`src/rtl/golomb_pkg.sv`:
```
// rtl/golomb_pkg.sv - shared widths, helpers and the Golomb-Rice encode function
//
// Purpose: single source of the encoder geometry (value width, k width, codeword
// width, FIFO depth) plus the combinational encode used by the top level.
// Ports: none (package).
package golomb_pkg;

  localparam int DATA_WIDTH          = 19;
  localparam int MAX_PARAM_VALUE     = 19;
  localparam int MAX_PARAM_VALUE_LOG = 5;
  localparam int OUTPUT_WIDTH        = 2 * DATA_WIDTH + 1;
  localparam int SLACK_LOG           = 4;
  localparam int MAX_1_OUT_LOG       = 5;

  // Quotients at or above this threshold are sent as an escape code.
  function automatic int esc_threshold();
    return OUTPUT_WIDTH - DATA_WIDTH;
  endfunction

  // Width needed to express a length of 0..OUTPUT_WIDTH.
  function automatic int len_width();
    return $clog2(OUTPUT_WIDTH + 1);
  endfunction

  localparam int ESC   = esc_threshold();
  localparam int LEN_W = len_width();
  localparam int K_W   = MAX_PARAM_VALUE_LOG;

  typedef struct packed {
    logic [OUTPUT_WIDTH-1:0] code;
    logic [LEN_W-1:0]        length;
  } golomb_code_t;

  // (x, k) -> right-aligned codeword and its bit length.
  function automatic golomb_code_t golomb_encode(input logic [DATA_WIDTH-1:0] x,
                                                 input logic [K_W-1:0]        k);
    logic [DATA_WIDTH-1:0]    q;
    logic [DATA_WIDTH-1:0]    r;
    logic [MAX_1_OUT_LOG-1:0] ones;
    logic [OUTPUT_WIDTH-1:0]  prefix;
    golomb_code_t             res;
    q = x >> k;
    // For k == DATA_WIDTH the shifted one falls off the top, so the mask
    // wraps to all ones, which is exactly the full-width remainder.
    r = x & ((DATA_WIDTH'(1) << k) - DATA_WIDTH'(1));
    if (q < DATA_WIDTH'(ESC)) begin
      ones   = MAX_1_OUT_LOG'(q);
      // Unary run sits above the separator zero at bit k.
      prefix = ((OUTPUT_WIDTH'(1) << ones) - OUTPUT_WIDTH'(1)) << ({1'b0, k} + 6'd1);
      res.code   = prefix | OUTPUT_WIDTH'(r);
      res.length = LEN_W'(ones) + LEN_W'(k) + LEN_W'(1);
    end else begin
      ones   = MAX_1_OUT_LOG'(ESC);
      prefix = ((OUTPUT_WIDTH'(1) << ones) - OUTPUT_WIDTH'(1)) << DATA_WIDTH;
      res.code   = prefix | OUTPUT_WIDTH'(x);
      res.length = LEN_W'(OUTPUT_WIDTH);
    end
    return res;
  endfunction

endpackage

```
`src/rtl/golomb_coding_if.sv`:
```
// rtl/golomb_coding_if.sv - stream bundle for the Golomb-Rice encoder
//
// Purpose: groups the param, value and codeword streams.
// Signals: input_param_* (k stream), input_value_* (x stream),
//          output_* (codeword stream).
// Modports: slave = encoder view, master = source/sink view.
interface golomb_coding_if;
  import golomb_pkg::*;

  logic [K_W-1:0]          input_param_data;
  logic                    input_param_valid;
  logic                    input_param_ready;
  logic                    input_param_last;
  logic [DATA_WIDTH-1:0]   input_value_data;
  logic                    input_value_valid;
  logic                    input_value_ready;
  logic                    input_value_last;
  logic [OUTPUT_WIDTH-1:0] output_code;
  logic [LEN_W-1:0]        output_length;
  logic                    output_last;
  logic                    output_valid;
  logic                    output_ready;

  modport slave (
    input  input_param_data, input_param_valid, input_param_last,
    output input_param_ready,
    input  input_value_data, input_value_valid, input_value_last,
    output input_value_ready,
    output output_code, output_length, output_last, output_valid,
    input  output_ready
  );

  modport master (
    output input_param_data, input_param_valid, input_param_last,
    input  input_param_ready,
    output input_value_data, input_value_valid, input_value_last,
    input  input_value_ready,
    input  output_code, output_length, output_last, output_valid,
    output output_ready
  );

endinterface

```
`src/rtl/golomb_input_fifo.sv`:
```
// rtl/golomb_input_fifo.sv - stream FIFO carrying data plus last
//
// Purpose: 2**DEPTH_LOG entry buffer in front of each encoder input.
// Ports: clk, rst (async, active-low); in_tdata/in_tlast/in_tvalid/in_tready
//        write side; out_tdata/out_tlast/out_tvalid read side, out_tready pops.
module golomb_input_fifo #(
  parameter int WIDTH     = 8,
  parameter int DEPTH_LOG = 4
) (
  input  logic             clk,
  input  logic             rst,
  input  logic [WIDTH-1:0] in_tdata,
  input  logic             in_tlast,
  input  logic             in_tvalid,
  output logic             in_tready,
  output logic [WIDTH-1:0] out_tdata,
  output logic             out_tlast,
  output logic             out_tvalid,
  input  logic             out_tready
);

  localparam logic [DEPTH_LOG:0] PTR_ONE = 1;

  logic [WIDTH:0]     mem [2**DEPTH_LOG];
  logic [DEPTH_LOG:0] wr_ptr;
  logic [DEPTH_LOG:0] rd_ptr;
  logic               full;
  logic               empty;
  logic               push;
  logic               pop;

  // Extra pointer bit distinguishes full from empty when indices match.
  assign empty = (wr_ptr == rd_ptr);
  assign full  = (wr_ptr[DEPTH_LOG-1:0] == rd_ptr[DEPTH_LOG-1:0]) &&
                 (wr_ptr[DEPTH_LOG] != rd_ptr[DEPTH_LOG]);

  // Ready is held low while reset is asserted.
  assign in_tready  = rst && !full;
  assign out_tvalid = !empty;
  assign push       = in_tvalid && in_tready;
  assign pop        = out_tready && !empty;

  assign {out_tlast, out_tdata} = mem[rd_ptr[DEPTH_LOG-1:0]];

  always_ff @(posedge clk or negedge rst) begin
    if (!rst) begin
      wr_ptr <= '0;
      rd_ptr <= '0;
    end else begin
      if (push) wr_ptr <= wr_ptr + PTR_ONE;
      if (pop)  rd_ptr <= rd_ptr + PTR_ONE;
    end
  end

  always_ff @(posedge clk) begin
    if (push) mem[wr_ptr[DEPTH_LOG-1:0]] <= {in_tlast, in_tdata};
  end

endmodule

```
`src/rtl/golomb_coding.sv`:
```
// rtl/golomb_coding.sv - streaming Golomb-Rice encoder top level
//
// Purpose: buffers the value and k streams, joins them in order, encodes
// each pair and holds the codeword in an output register.
// Ports: clk; rst (async, active-low); bus (golomb_coding_if.slave) with the
//        param/value input streams and the codeword output stream.
// Option: GOLOMB_PARAM_CLAMP_EN clamps k to MAX_PARAM_VALUE.
module golomb_coding
  import golomb_pkg::*;
(
  input  logic           clk,
  input  logic           rst,
  golomb_coding_if.slave bus
);

  logic [K_W-1:0]          p_data;
  logic                    p_last;
  logic                    p_valid;
  logic [DATA_WIDTH-1:0]   v_data;
  logic                    v_last;
  logic                    v_valid;
  logic                    join_fire;
  logic [K_W-1:0]          k_eff;
  golomb_code_t            enc;

  logic [OUTPUT_WIDTH-1:0] out_code;
  logic [LEN_W-1:0]        out_length;
  logic                    out_last;
  logic                    out_valid;

  golomb_input_fifo #(.WIDTH(K_W), .DEPTH_LOG(SLACK_LOG)) u_param_fifo (
    .clk        (clk),
    .rst        (rst),
    .in_tdata   (bus.input_param_data),
    .in_tlast   (bus.input_param_last),
    .in_tvalid  (bus.input_param_valid),
    .in_tready  (bus.input_param_ready),
    .out_tdata  (p_data),
    .out_tlast  (p_last),
    .out_tvalid (p_valid),
    .out_tready (join_fire)
  );

  golomb_input_fifo #(.WIDTH(DATA_WIDTH), .DEPTH_LOG(SLACK_LOG)) u_value_fifo (
    .clk        (clk),
    .rst        (rst),
    .in_tdata   (bus.input_value_data),
    .in_tlast   (bus.input_value_last),
    .in_tvalid  (bus.input_value_valid),
    .in_tready  (bus.input_value_ready),
    .out_tdata  (v_data),
    .out_tlast  (v_last),
    .out_tvalid (v_valid),
    .out_tready (join_fire)
  );

  // Both heads leave together, so the Nth value always meets the Nth k.
  assign join_fire = p_valid && v_valid && (!out_valid || bus.output_ready);

`ifdef GOLOMB_PARAM_CLAMP_EN
  assign k_eff = (p_data > K_W'(MAX_PARAM_VALUE)) ? K_W'(MAX_PARAM_VALUE) : p_data;

  always @(posedge clk) begin
    if (rst && join_fire) begin
      assert (p_data <= K_W'(MAX_PARAM_VALUE))
        else $warning("golomb_coding: k=%0d clamped to %0d", p_data, MAX_PARAM_VALUE);
    end
  end
`else
  assign k_eff = p_data;
`endif

  always_comb begin
    enc = golomb_encode(v_data, k_eff);
  end

  // Load on join (also when the current word is being read); otherwise a
  // read empties the register and a stall holds it unchanged.
  always_ff @(posedge clk or negedge rst) begin
    if (!rst) begin
      out_code   <= '0;
      out_length <= '0;
      out_last   <= 1'b0;
      out_valid  <= 1'b0;
    end else if (join_fire) begin
      out_code   <= enc.code;
      out_length <= enc.length;
      out_last   <= v_last | p_last;
      out_valid  <= 1'b1;
    end else if (bus.output_ready) begin
      out_valid  <= 1'b0;
    end
  end

  assign bus.output_code   = out_code;
  assign bus.output_length = out_length;
  assign bus.output_last   = out_last;
  assign bus.output_valid  = out_valid;

endmodule

```
`src/flat_wrapper.sv`:
```
// flat-port wrapper written by rule: the top's interface ports become plain ports
module golomb_coding_flat import golomb_pkg::*;
  (clk, rst, bus_input_param_data, bus_input_param_valid, bus_input_param_last, bus_input_param_ready, bus_input_value_data, bus_input_value_valid, bus_input_value_last, bus_input_value_ready, bus_output_code, bus_output_length, bus_output_last, bus_output_valid, bus_output_ready);
  golomb_coding_if bus_i ();
  input  logic clk;
  input  logic rst;
  input wire logic [$bits(bus_i.input_param_data)-1:0] bus_input_param_data;
  input wire logic [$bits(bus_i.input_param_valid)-1:0] bus_input_param_valid;
  input wire logic [$bits(bus_i.input_param_last)-1:0] bus_input_param_last;
  output wire logic [$bits(bus_i.input_param_ready)-1:0] bus_input_param_ready;
  input wire logic [$bits(bus_i.input_value_data)-1:0] bus_input_value_data;
  input wire logic [$bits(bus_i.input_value_valid)-1:0] bus_input_value_valid;
  input wire logic [$bits(bus_i.input_value_last)-1:0] bus_input_value_last;
  output wire logic [$bits(bus_i.input_value_ready)-1:0] bus_input_value_ready;
  output wire logic [$bits(bus_i.output_code)-1:0] bus_output_code;
  output wire logic [$bits(bus_i.output_length)-1:0] bus_output_length;
  output wire logic [$bits(bus_i.output_last)-1:0] bus_output_last;
  output wire logic [$bits(bus_i.output_valid)-1:0] bus_output_valid;
  input wire logic [$bits(bus_i.output_ready)-1:0] bus_output_ready;
  assign bus_i.input_param_data = bus_input_param_data;
  assign bus_i.input_param_valid = bus_input_param_valid;
  assign bus_i.input_param_last = bus_input_param_last;
  assign bus_input_param_ready = bus_i.input_param_ready;
  assign bus_i.input_value_data = bus_input_value_data;
  assign bus_i.input_value_valid = bus_input_value_valid;
  assign bus_i.input_value_last = bus_input_value_last;
  assign bus_input_value_ready = bus_i.input_value_ready;
  assign bus_output_code = bus_i.output_code;
  assign bus_output_length = bus_i.output_length;
  assign bus_output_last = bus_i.output_last;
  assign bus_output_valid = bus_i.output_valid;
  assign bus_i.output_ready = bus_output_ready;
  golomb_coding u_core (.clk(clk), .rst(rst), .bus(bus_i));
endmodule
```
`config.mk`:
```
export PLATFORM = sky130hd
export DESIGN_NAME = golomb_coding_flat
export DESIGN_NICKNAME = d
export VERILOG_FILES = /design/src/rtl/golomb_pkg.sv /design/src/rtl/golomb_coding_if.sv /design/src/rtl/golomb_input_fifo.sv /design/src/rtl/golomb_coding.sv /design/src/flat_wrapper.sv
export SDC_FILE = /design/constraint.sdc
export NUM_CORES = 1
export LEC_CHECK = 0
export CORE_MARGIN = 1
export CORE_UTILIZATION = 56
export CTS_BUF_LIST = sky130_fd_sc_hd__clkbuf_16
export CTS_CLUSTER_DIAMETER = 40
export DETAILED_ROUTE_END_ITERATION = 16
export PLACE_DENSITY = 0.8
export SLEW_MARGIN = 15
export SYNTH_ARGS = -nofsm -noshare
export SYNTH_HDL_FRONTEND = slang
export SYNTH_HIERARCHICAL = 1
export SYNTH_SLANG_ARGS = --single-unit
export TNS_END_PERCENT = 100
```
`constraint.sdc`:
```
create_clock -name clk -period 5.6 [get_ports clk]
set_input_delay 0.84 -clock clk [delete_from_list [all_inputs] [get_ports clk]]
set_output_delay 0.84 -clock clk [all_outputs]
set_load 0.01 [all_outputs]
```
==> impl_metrics.ini <==
[status]
outcome = finished, final reports clean

[job]
maxCapViolCount = 0

[clock_network]
clock-sinks = 483
cts_buffers = 61
cts_buffer_depth = 3
htreeDepth = 2
ctsHoldBuffers = 0
clockRootBuffer = clkbuf_16
cts.reportedPaths.clkPinSlew_ps = 60
clk_latency_ps = 640
cts_tree = built

[sta]
worstMarginPinSlew_ps = 1074
setup_violations = 0
final.min_clock_period_ps = 5470
hold_viol_final = 0
hold_ws_ps = 164.4
maxSlewViolCount = 0
timing.fmax_ghz = 0.1828
period_share_pct = 97.68
relSlewSlack_pct = 27.83
rsz0062_at_grt = true
skew_ps = 67.43

[global_routing]
grt_pass1_wl_mm = 107.3
first_global_vias = 17560
grt_max_degree = 56
overflow = 0
grt_usage_pct = 32.73
antenna_found_initial = 0

[synthesis]
synth_nets = 1828
synth-seq-area-share_pct = 58.56
postSynthAreaPerCell_um2 = 13.64
synth_top_area_share_pct = 51.63
synth_area_leaders = edfxtp_1 52%, mux4_2 7.4%, dfrtp_1 6.9%
synth_edf_count = 416
async_flop_share_pct = 13.87
yosysMostFrequentCell = edfxtp_1
netlist_area_um2 = 24200
synth_common_cells = 416 x edfxtp_1, 120 x nor2_1, 115 x nand2_1
synth_seq_cells = 483
synth.distinct_cells = 111
ys_warn_count = 6
syn_inst = 1774
synthFlopType = edfxtp_1
synth_top_cell_by_area = edfxtp_1

[setup_path]
worst_r2r_endpoint = u_core/bus.output_code[24]
worst-path-max-fanout = 14
startpoint = u_core/u_value_fifo/rd_ptr[0]
required_ps = 6120
r2r_start = u_core/u_value_fifo/rd_ptr[0]
critPathKind = flip-flop to flip-flop
reg2regPathDepth = 23
rrSetupSlack_ps = 130
crit_arrival_ps = 5990
cp-end-kind = flip-flop
start_kind = flip-flop

[detailed_routing]
num_vias = 17690
first_pass_iters = 6
drt-initial-drc-count = 2438
ant_nets = 0
vias_per_cell = 6.782
wl_per_cell_um = 27.51
wirelength_mm = 71.78
drcViolationCount = 0

[finish]
multi_input_area_um2 = 9485
final_cell_count_no_fill = 2609
ff_latch_area_um2 = 14180
syn2layout_area_growth_pct = 20.18
n_fill_cell = 2863
layout.nets = 2036
diodes = 0
drive_gt1_share_pct = 26.82

[die]
row_count = 75
ios = 80
initial_core_util_pct = 57.17
die_h_um = 209.9
die_x_um = 209.9
core_um2 = 42320
dieArea_um2 = 44040

[placement]
place_congestion = 0.9923
dp_hpwl_mm = 46.01
numPortBuffers = 79
dp_cells = 2482

[worst_hold_path]
hold_path.class = input port to async pin
-- layout make-up --
class / instances / area share (%)
inverters: 25 / 0.3227
clock buffers: 62 / 5.336
clock inverters: 51 / 2.108
flip-flops and latches: 483 / 48.77
repair buffers: 278 / 8.356
multi-input cells: 1133 / 32.62
well taps: 577 / 2.483
-- how the worst max path moves through the flow --
stage,slack (ps),depth (start not counted),to
after CTS,6,24,u_core/bus.output_code[10]
after detailed placement,-150,24,u_core/bus.output_code[30]
after global routing,-80,26,u_core/bus.output_code[18]
after global placement,-100,24,u_core/bus.output_code[30]
after floorplan,40,26,u_core/bus.output_code[30]
final,130,23,u_core/bus.output_code[24]
-- sequential cells by signal (all words and copies together) (netlist names) --
signal / cells
u_core/bus.output_valid: 1
u_core/u_value_fifo/rd_ptr: 5
u_core/u_param_fifo/wr_ptr: 5
u_core/u_value_fifo/mem: 320
u_core/u_value_fifo/wr_ptr: 5
u_core/bus.output_last: 1
u_core/bus.output_code: 39
u_core/bus.output_length: 6
u_core/u_param_fifo/mem: 96
u_core/u_param_fifo/rd_ptr: 5
-- cells by family after synthesis --
logic type      share of synthesized area, %
compound gates                         14.44
flops                                  58.56
simple gates                           8.217
mux                                    12.58
buf+inv                                3.651
xor+xnor                               1.329
fa+ha+maj                              1.220
-- per-stage QoR --
step                area, µm²  TNS [ps]  worst slack (ps)  util, %
floorplan               24200         0             40.95        -
global placement        26510    -103.3            -103.3    62.64
detailed placement      26510    -366.1            -154.2    62.64
CTS                     28750         0             6.274    67.94
global route            29080    -310.5            -78.53    68.71
finish                  29080         0             130.2    68.71
-- cell usage in the layout (no fill, tap or decap), drive strengths merged, types with 28 or more instances in the layout --
cell,Yosys,final
edfxtp,416,416
buf,71,200
nor2,121,121
nand2,117,117
o21ai,106,106
mux4,92,92
a21oi,89,89
clkdlybuf4s50,0,78
dfrtp,67,67
clkbuf,62,62
mux2i,61,61
nand3,44,44
inv,23,42
o211ai,35,35
a22oi,34,34
xnor2,28,28
-- routing by layer --
layer  up-vias  wire [µm]  track usage (%)
met1      8810      27140            43.56
met2      1157      34860            53.69
met4         0       3212            14.22
met5         -          0                0
li1       7510          -                -
met3       216       6572            5.177
-- repair_timing --
action | CTS | global route
setup buffers | 1 | 13
pin swaps | 0 | 13
resized for setup | 16 | 58
setup endpoints to repair | 18 | 37
-- critical path, stage by stage (launching register included) --
cell,delay (ps)
dfrtp_4,530
buf_12,180
mux2_1,330
or3_4,350
a41oi_2,230
o21ai_2,110
mux4_2,530
nor2_2,110
a211o_1,150
and3_4,230
inv_2,50
nor2_4,100
nand3_1,90
ha_2,200
inv_2,70
o31a_1,170
a21boi_4,210
nand4_1,160
buf_4,190
a31o_1,220
mux4_2,500
mux2_4,310
o221ai_2,160
o22a_1,160
Power is left out: the tool's default activity adds up to more than one toggle a clock period on the data nets, which glitch-free logic cannot reach.
==> RTL edit, RTL diff (same settings) <==
The option `GOLOMB_PARAM_CLAMP_EN` is turned on by a define.
--- a/src/rtl/golomb_coding.sv
+++ b/src/rtl/golomb_coding.sv
@@ -5,6 +5,8 @@
 // Ports: clk; rst (async, active-low); bus (golomb_coding_if.slave) with the
 //        param/value input streams and the codeword output stream.
 // Option: GOLOMB_PARAM_CLAMP_EN clamps k to MAX_PARAM_VALUE.
+`define GOLOMB_PARAM_CLAMP_EN
+
 module golomb_coding
   import golomb_pkg::*;
 (
Formal check against the unedited RTL: not equivalent (a bounded check fails within 4 cycles, from zero or initial values and one cycle with rst low).
==> RTL edit against the original RTL <==
Sequential cell count unchanged; area after synthesis up 2.2%; cell area up 2.2%; worst hold slack better by 0.036 ns; via count up 2.6%; final cell count up 3.6%; worst setup slack worse by 0.063 ns; routed wire length up 4.1%; non-clock buffer count up 51; highest routed layer unchanged.
Power is left out: the tool's default activity adds up to more than one toggle a clock period on the data nets, which glitch-free logic cannot reach.
==> RTL edit: results (changes against the original RTL) <==
- Layout fillers: 2968 (was 2863)
- Outcome: finished, final reports clean (unchanged)
- HPWL after detailed placement: 50120 µm (was 46010 µm)
- Fin crit period: 5.533 ns (was 5.470 ns)
- Placement Cell Area: 27500 µm² (was 26510 µm²)
- Synth Area in Compound Gates: 15.97% (was 14.44%)
- Syn_nets: 1872 (was 1828)
- GR Util met3: 7.164% (was 5.177%)
- Worst Skew: 0.07578 ns (was 0.06743 ns)
- Crit-path max FO: 7 (was 14)
- Setup bufs post-CTS: 2 (was 1)
- Total GRT Usage: 33.76% (was 32.73%)
- Synth area leaders: edfxtp_1 51%, mux4_2 6.8%, dfrtp_1 6.8%, mux2i_1 3.0%, a21oi_1 1.8% (was edfxtp_1 52%, mux4_2 7.4%, dfrtp_1 6.9%, mux2i_1 2.5%, nor2_1 1.9%)
- Fin nets: 2126 (was 2036)
- Crit-path leading delay family: compound AO/OA/AOI/OAI gates (was multiplexers)
- Layout cell share with drive strength beyond 1: 27.81% (was 26.82%)
- Worst reg2reg path endpoint: u_core/bus.output_code[15]$_DFFE_PN0P_ (was u_core/bus.output_code[24]$_DFFE_PN0P_)
- Post-Place Setup Slack: -0.2577 ns (was -0.1542 ns)
- Placer Congestion: 0.9918 (was 0.9923)
- Library cells used by synthesis: 125 (was 111)
- Sequential-to-total area share from yosys stat: 57.31% (was 58.56%)
- Global-route wire length before repair: 112100 µm (was 107300 µm)
- Worst r2r path cells: 24 (was 23)
- Synth Area in Adders: 1.194% (was 1.220%)
- Cells resized by post-CTS repair: 10 (was 16)
- Drt first-iter violations: 2403 (was 2438)
- Critical Path AT: 6.00 ns (was 5.99 ns)
- Mux cell area share after synthesis: 11.96% (was 12.58%)
- Most frequent cells after synthesis: 416 x edfxtp_1, 113 x nor2_1, 109 x nand2_1 (was 416 x edfxtp_1, 120 x nor2_1, 115 x nand2_1)
[RTL edit: metal layers]
layer	share of wire, %	vias up
met2	47	1056
met3	9.6	198
met5	0	-
li1	-	7824
met1	39	9083
met4	4.1	0
[RTL edit: metrics by stage]
stage	hold slack, ns	std cells	TNS [ns]
after floorplan	0.4876	1818	0
after global placement	0.4722	2588	-1.097
after detailed placement	0.4735	2588	-0.8612
after CTS	0.1814	2699	0
after global routing	0.2106	2703	-0.1522
final	0.2007	2703	0
[RTL edit: final cells by class]
| class | instances | area, µm² | area share [%] |
|---|---|---|---|
| Timing Repair Buffer | 329 | 2880 | 9.694 |
| Inverter | 32 | 122.6 | 0.4127 |
| Multi-Input combinational cell | 1166 | 9847 | 33.14 |
| Tap cell | 585 | 732.0 | 2.463 |
| Sequential cell | 483 | 14180 | 47.72 |
| Clock buffer | 60 | 1501 | 5.053 |
| Clock inverter | 48 | 449.2 | 1.512 |
